==> src/rtl/draw_engine.sv <==
// Region scanner: walks a sprite or full-screen region, issues pixel-memory
// addresses and emits clipped VGA pixel writes aligned to a 1-cycle memory.
module draw_engine #(
  parameter int SPR_W = 40,
  parameter int SPR_H = 40,
  parameter int SCR_W = 160,
  parameter int SCR_H = 120
) (
  input  logic        clk,
  input  logic        resetn,
  input  logic        start,
  input  logic        fullScreen,
  input  logic [7:0]  xInit,
  input  logic [6:0]  yInit,
  input  logic [2:0]  pixelColor,
  output logic [14:0] romAddr,
  output logic [7:0]  x,
  output logic [6:0]  y,
  output logic [2:0]  colour,
  output logic        plot,
  output logic        busy,
  output logic        done
);

  // state  | meaning
  // IDLE   | waiting for start
  // SCAN   | issuing one pixel address per cycle
  // FLUSH  | two cycles draining the memory/plot pipeline
  // FINISH | one-cycle done pulse
  typedef enum logic [1:0] {IDLE, SCAN, FLUSH, FINISH} stateType;

  localparam logic [7:0] SCR_W8 = 8'(SCR_W);
  localparam logic [6:0] SCR_H7 = 7'(SCR_H);
  localparam logic [7:0] SPR_W8 = 8'(SPR_W);
  localparam logic [6:0] SPR_H7 = 7'(SPR_H);
  localparam logic [8:0] SCR_W9 = 9'(SCR_W);
  localparam logic [7:0] SCR_H8 = 8'(SCR_H);

  stateType state, nextState;

  logic       mode;
  logic [7:0] xOrg;
  logic [6:0] yOrg;
  logic [7:0] col;
  logic [6:0] row;
  logic       flushCnt;
  logic       vld1;
  logic [8:0] px1;
  logic [7:0] py1;

  logic [7:0] wCur;
  logic [6:0] hCur;
  logic       lastCol, lastRow, accept, issue;

  assign wCur    = mode ? SCR_W8 : SPR_W8;
  assign hCur    = mode ? SCR_H7 : SPR_H7;
  assign lastCol = (col == wCur - 8'd1);
  assign lastRow = (row == hCur - 7'd1);
  assign accept  = (state == IDLE) && start;
  assign issue   = (state == SCAN);
  assign busy    = (state != IDLE);
  assign done    = (state == FINISH);

  always_ff @(posedge clk or negedge resetn) begin
    if (!resetn) state <= IDLE;
    else         state <= nextState;
  end

  always_comb begin
    nextState = state;
    case (state)
      IDLE:    if (start) nextState = SCAN;
      SCAN:    if (lastCol && lastRow) nextState = FLUSH;
      FLUSH:   if (flushCnt) nextState = FINISH;
      FINISH:  nextState = IDLE;
      default: nextState = IDLE;
    endcase
  end

  always_ff @(posedge clk or negedge resetn) begin
    if (!resetn) begin
      mode     <= 1'b0;
      xOrg     <= '0;
      yOrg     <= '0;
      col      <= '0;
      row      <= '0;
      romAddr  <= '0;
      flushCnt <= 1'b0;
      vld1     <= 1'b0;
      px1      <= '0;
      py1      <= '0;
      x        <= '0;
      y        <= '0;
      colour   <= '0;
      plot     <= 1'b0;
    end else begin
      if (accept) begin
        mode    <= fullScreen;
        xOrg    <= fullScreen ? 8'd0 : xInit;
        yOrg    <= fullScreen ? 7'd0 : yInit;
        col     <= '0;
        row     <= '0;
        romAddr <= '0;
      end else if (issue) begin
        if (lastCol) begin
          col <= '0;
          if (!lastRow) row <= row + 7'd1;
        end else begin
          col <= col + 8'd1;
        end
        // Row-major order makes row*W+col a plain increment; hold on the last pixel.
        if (!(lastCol && lastRow)) romAddr <= romAddr + 15'd1;
      end

      flushCnt <= (state == FLUSH) ? ~flushCnt : 1'b0;

      vld1   <= issue;
      px1    <= {1'b0, xOrg} + {1'b0, col};
      py1    <= {1'b0, yOrg} + {1'b0, row};

      x      <= px1[7:0];
      y      <= py1[6:0];
      colour <= pixelColor;
      plot   <= vld1 && (px1 < SCR_W9) && (py1 < SCR_H8);
    end
  end

endmodule
==> config.mk <==
export PLATFORM = sky130hd
export DESIGN_NAME = draw_engine
export DESIGN_NICKNAME = d
export VERILOG_FILES = /design/src/rtl/draw_engine.sv
export SDC_FILE = /design/constraint.sdc
export NUM_CORES = 1
export LEC_CHECK = 0
export ABC_AREA = 1
export ABC_CLOCK_PERIOD_IN_PS = 2300
export CAP_MARGIN = 10
export CORE_MARGIN = 3
export CORE_UTILIZATION = 40
export DETAILED_ROUTE_END_ITERATION = 12
export GPL_TIMING_DRIVEN = 0
export MAX_ROUTING_LAYER = met4
export PLACE_DENSITY = 0.73
export SYNTH_ARGS = -nofsm -noshare
export SYNTH_HDL_FRONTEND = slang
export SYNTH_SLANG_ARGS = --single-unit
export TNS_END_PERCENT = 100
==> constraint.sdc <==
create_clock -name clk -period 2.3 [get_ports clk]
set_clock_uncertainty 0.1 [all_clocks]
set_input_delay 0.69 -clock clk [delete_from_list [all_inputs] [get_ports clk]]
set_output_delay 0.69 -clock clk [all_outputs]
set_load 0.005 [all_outputs]
Yosys cells after proc, flatten, opt, wreduce, memory -nomap -nowiden
Index checks and enable logic that the tools add are counted.
Operators by class
  multiplexer cells: 19
  equality and inequality tests: 10
  add/sub/neg operators: 7
  bitwise gates (word level): 1
  magnitude comparators: 2
  reductions and logical operators: 11
Operators by type and width (count)
  $mux W15: 3
  $mux W7: 6
  $mux W8: 5
  $add A15 B1 Y15 const B: 1
  $add A8 B8 Y9: 1
  $lt A9 B8 Y1 const B: 1
  $add A7 B7 Y8: 1
  $add A8 B1 Y8 const B: 1
  $eq A8 B8 Y1: 1
  $lt A8 B7 Y1 const B: 1
  $pmux W2 S4: 1
  $sub A8 B1 Y8 const B: 1
  $add A7 B1 Y7 const B: 1
  $eq A7 B7 Y1: 1
  $sub A7 B1 Y7 const B: 1
  $mux W2: 3
  $ne A2 B2 Y1 const B: 3
  $reduce_and A3 Y1: 2
  $reduce_bool A2 Y1: 3
  $eq A2 B2 Y1 const B: 2
  $logic_and A1 B1 Y1: 4
  $ne A2 B1 Y1 const B: 2
  $eq A2 B1 Y1 const B: 1
  $logic_not A2 Y1: 1
  3 further kinds: 3
Word-level totals
  bits in registers: 86

Logic depth before layout (Yosys ltp)
  word-level depth: 7
  mapped depth: 9
  mapped depth without buffers: 9

Least setup slack after synthesis
No wires, ideal clock.
  path kind: input port to flip-flop
  start: input port start
  end: register xOrg[0]
  arrival: 1.536 ns
  setup time: 0.065 ns
  buffers on the path: 2
  stages on the path: 5
  setup slack: 0.599 ns
  cell sequence: nand2_1 > buf_2 > nor2_1 > buf_2 > a22o_1
On the way
  word-level cells in the longest chain between the ends: 1
RTL lines
  start, declared: line 11  | input logic start,
  $logic_and A1 B1 Y1: line 59  | assign accept = (state == IDLE) && start;
  end signal, assigned: line 99  | xOrg <= fullScreen ? 8'd0 : xInit;
  end, declared: line 42  | logic [7:0] xOrg;
No other way between the ends.
A chain may end at the register's enable or synchronous reset.

Worst setup path in the final report
  start: register romAddr[7]
  end: output port romAddr[7]
RTL lines
  start, declared: line 16  | output logic [14:0] romAddr,
  start signal, assigned: line 112  | if (!(lastCol && lastRow)) romAddr <= romAddr + 15'd1;
No word-level cell between the ends.

==> impl_metrics.py <==
metrics = {
    "outcome": {
        "status": "completed",
    },
    "power_and_ir_drop": {
        "p_sw_frac": 0.3744,
        "pwr-share-comb": 0.394,
        "seqPwrFrac": 0.437,
        "leakagePower_nw": 2.495,
        "internal-power_mw": 3.539,
        "p_per_area_nw_per_um2": 1104,
        "pwr-share-clk": 0.168,
        "power_switching_mw": 2.118,
        "fin_total_pwr_mw": 5.657,
        "peakVddDrop_mv": 0.4326,
    },
    "logic_synthesis": {
        "synth_area_leader_cell": "dfrtp_1",
        "ys_top_cells_by_area": "dfrtp_1 52%, nand2_1 9.1%, ha_1 6.6%, nand3_1 5.0%, nor2_1 3.8%",
        "synthFlopType": "dfrtp_1",
        "avgSynthCellArea_um2": 9.338,
        "ys_seq_area_frac": 0.5156,
        "synth_common_cells": "101 x nand2_1, 86 x dfrtp_1, 42 x nand3_1, 42 x nor2_1, 41 x inv_1",
        "syn_inst": 447,
        "synth-seq-cells": 86,
        "synth_enable_flop_cells": 0,
        "ys_types": 30,
        "netlist_area_um2": 4174,
        "async_reset_ff_frac": 1.000,
        "synth_most_common_cell": "nand2_1",
        "synth_top_area_share": 0.5156,
        "yosys_warnings": 0,
        "syn-num-nets": 493,
    },
    "worst_setup_path": {
        "crit_buf_inv": 1,
        "start_kind": "register",
        "worstSetupStartpoint": "romAddr[7]$_DFFE_PN0P_",
        "critPathTopFamily": "buffers and inverters",
        "critical-path-max-stage-delay_ns": 0.55,
        "end_kind": "output port",
        "crit_chain": "clkdlybuf4s50_1",
        "required_ns": 1.51,
        "critPathMaxFanout": 5,
        "worstPathArrival_ns": 1.39,
        "criticalPathCategory": "reg2out",
        "regToRegStartpoint": "state[0]$_DFFE_PN0P_",
        "slowest_stage": "clkdlybuf4s50_1",
    },
    "global_routing": {
        "grt_max_degree": 54,
        "grtUsageTotal": 0.1668,
        "grt_antenna_before_repair": 0,
        "grt_pass1_wl_mm": 15.10,
        "grt_overflow_total": 0,
        "grt_pass1_vias": 3270,
    },
    "cells_and_area": {
        "n_fill_cell": 931,
        "antenna_cells": 0,
        "regArea_um2": 2152,
        "final_nets": 564,
        "multi_input_area_um2": 1808,
        "drive_gt1_frac": 0.07266,
        "syn_to_final_growth_pct": 22.78,
        "finish.utilization": 0.5148,
    },
    "routing": {
        "first_pass_iters": 5,
        "drcViolationCount": 0,
        "drt_wl_total_mm": 8.845,
        "ant_nets": 0,
        "vias_per_cell": 4.970,
        "wl_per_cell_um": 13.48,
        "vias": 3260,
        "drtIter0Drc": 194,
    },
    "timing": {
        "max_freq_mhz": 458.9,
        "finalSetupViolCount": 0,
        "period_share": 0.9474,
        "grt_setup_unrepaired": "yes",
        "slew_headroom": 0.5794,
        "max_slew.worst_pin.slew_ns": 0.6309,
        "worst_slack_ns": 0.1210,
        "drv_slew": 0,
        "finalHoldViolations": 0,
        "tns_ns": 0,
        "period_minus_slack_ns": 2.179,
    },
    "clock_tree": {
        "clockBufferDepth": 2,
        "clockRootBuffer": "clkbuf_8",
        "numCtsBuffers": 9,
        "insertion_delay_ns": 0.36,
        "clock_sinks": 86,
        "htreeDepth": 3,
        "clk_pin_slew_ns": 0.09,
        "cts_tree": "yes",
    },
    "job": {
        "drv_cap": 0,
    },
    "floorplan": {
        "fp-row-count": 36,
        "die_area_um2": 11700,
        "floorplan.initialDensity": 0.4193,
        "core_region_area_um2": 9955,
        "io_pins": 58,
        "die_y_um": 108.2,
        "die_w_um": 108.2,
    },
    "place": {
        "port_buffers": 57,
        "hpwlAfterDp_mm": 6.642,
        "place_ws_ns": -0.3296,
        "gp_congestion": 0.8840,
    },
    "worst_hold_path": {
        "hold_class": "in2async",
    },
}
==> power by group through the flow <==
stage	combinational (mW)	sequential, mW	clock, mW
finish	2.23	2.47	0.952
global route	2.53	2.54	1.04
CTS	2.26	2.48	0.973
detailed placement	2.22	2.52	0
global placement	2.15	2.50	0
floorplan	1.32	2.42	0
==> worst paths after layout <==
kind,depth (start not counted),slack (ns),endpoint
worst min register to register,0,0.25,x[1]$_DFF_PN0_
worst max register to register,7,0.30,row[1]$_DFFE_PN0P_
worst max-delay path,1,0.12,romAddr[7]
min in group clk,0,0.25,x[1]$_DFF_PN0_
max in group asynchronous,2,1.34,col[3]$_DFFE_PN0P_
worst min-delay path,1,0.16,x[7]$_DFF_PN0_
==> cells by family after synthesis <==
logic type,count (synthesis),synth area share
AO/OA/AOI/OAI,57,0.09083
XOR/XNOR,22,0.04616
adder cells (fa/ha/maj),24,0.07554
buffers and inverters,51,0.05186
flip-flops,86,0.5156
AND/OR/NAND/NOR,207,0.2200
==> registers in the layout, summed over array words and instances (netlist names), 7 cells and up <==
| name | count |
|---|---|
| yOrg | 7 |
| xOrg | 8 |
| row | 7 |
| y | 7 |
| py1 | 8 |
| px1 | 9 |
| romAddr | 15 |
| col | 8 |
| x | 8 |
==> stage by stage <==
step | std cells | area (µm²) | hold WS (ns)
after floorplan | 447 | 4174 | 0.2312
after CTS | 656 | 5122 | 0.1635
after detailed placement | 638 | 4936 | 0.2365
after global placement | 637 | 4911 | 0.2311
final | 656 | 5125 | 0.1551
after global routing | 656 | 5125 | 0.1755
==> placed cells by master (no fill, tap or decap), types with 3 or more instances in the layout <==
cell type | Yosys | routed
nand3_1 | 42 | 42
clkdlybuf4s50_1 | 0 | 54
nand4_1 | 13 | 13
ha_1 | 22 | 22
a21o_1 | 4 | 4
inv_1 | 41 | 40
buf_2 | 5 | 5
dfrtp_1 | 86 | 86
o21ai_0 | 16 | 16
a22o_1 | 13 | 13
nor2_1 | 42 | 41
clkbuf_8 | 0 | 9
xor2_1 | 17 | 17
nand2_1 | 101 | 101
xnor2_1 | 5 | 5
o211ai_1 | 3 | 3
clkbuf_1 | 3 | 4
nand3_2 | 5 | 5
a21oi_1 | 11 | 11
buf_4 | 0 | 3
==> what timing repair did <==
item / in CTS / in global routing
setup endpoints to repair: 1 / 10
cloned: 0 / 0
hold endpoints to repair: 0 / 0
resized for setup: 3 / 1
buffers inserted: 2 / 0
hold buffers: 0 / 0
==> area by class of cell <==
class                      instances  share of cell area
timing repair buffer              60              0.1187
clock buffer                      10             0.02490
tap                              133             0.03247
clock inverter                     6            0.009033
inverter                          41             0.03003
sequential                        86              0.4199
buffer                            10             0.01221
multi-input combinational        310              0.3528
==> per-layer routing <==
layer	track usage	vias to the layer above	wire length (µm)
li1	-	1620	-
met1	0.2067	1571	4034
met2	0.2735	56	4401
met3	0.04060	13	281
met4	0.04689	0	129
met5	-	-	0
No activity file was read; power rests on OpenSTA's default activity.
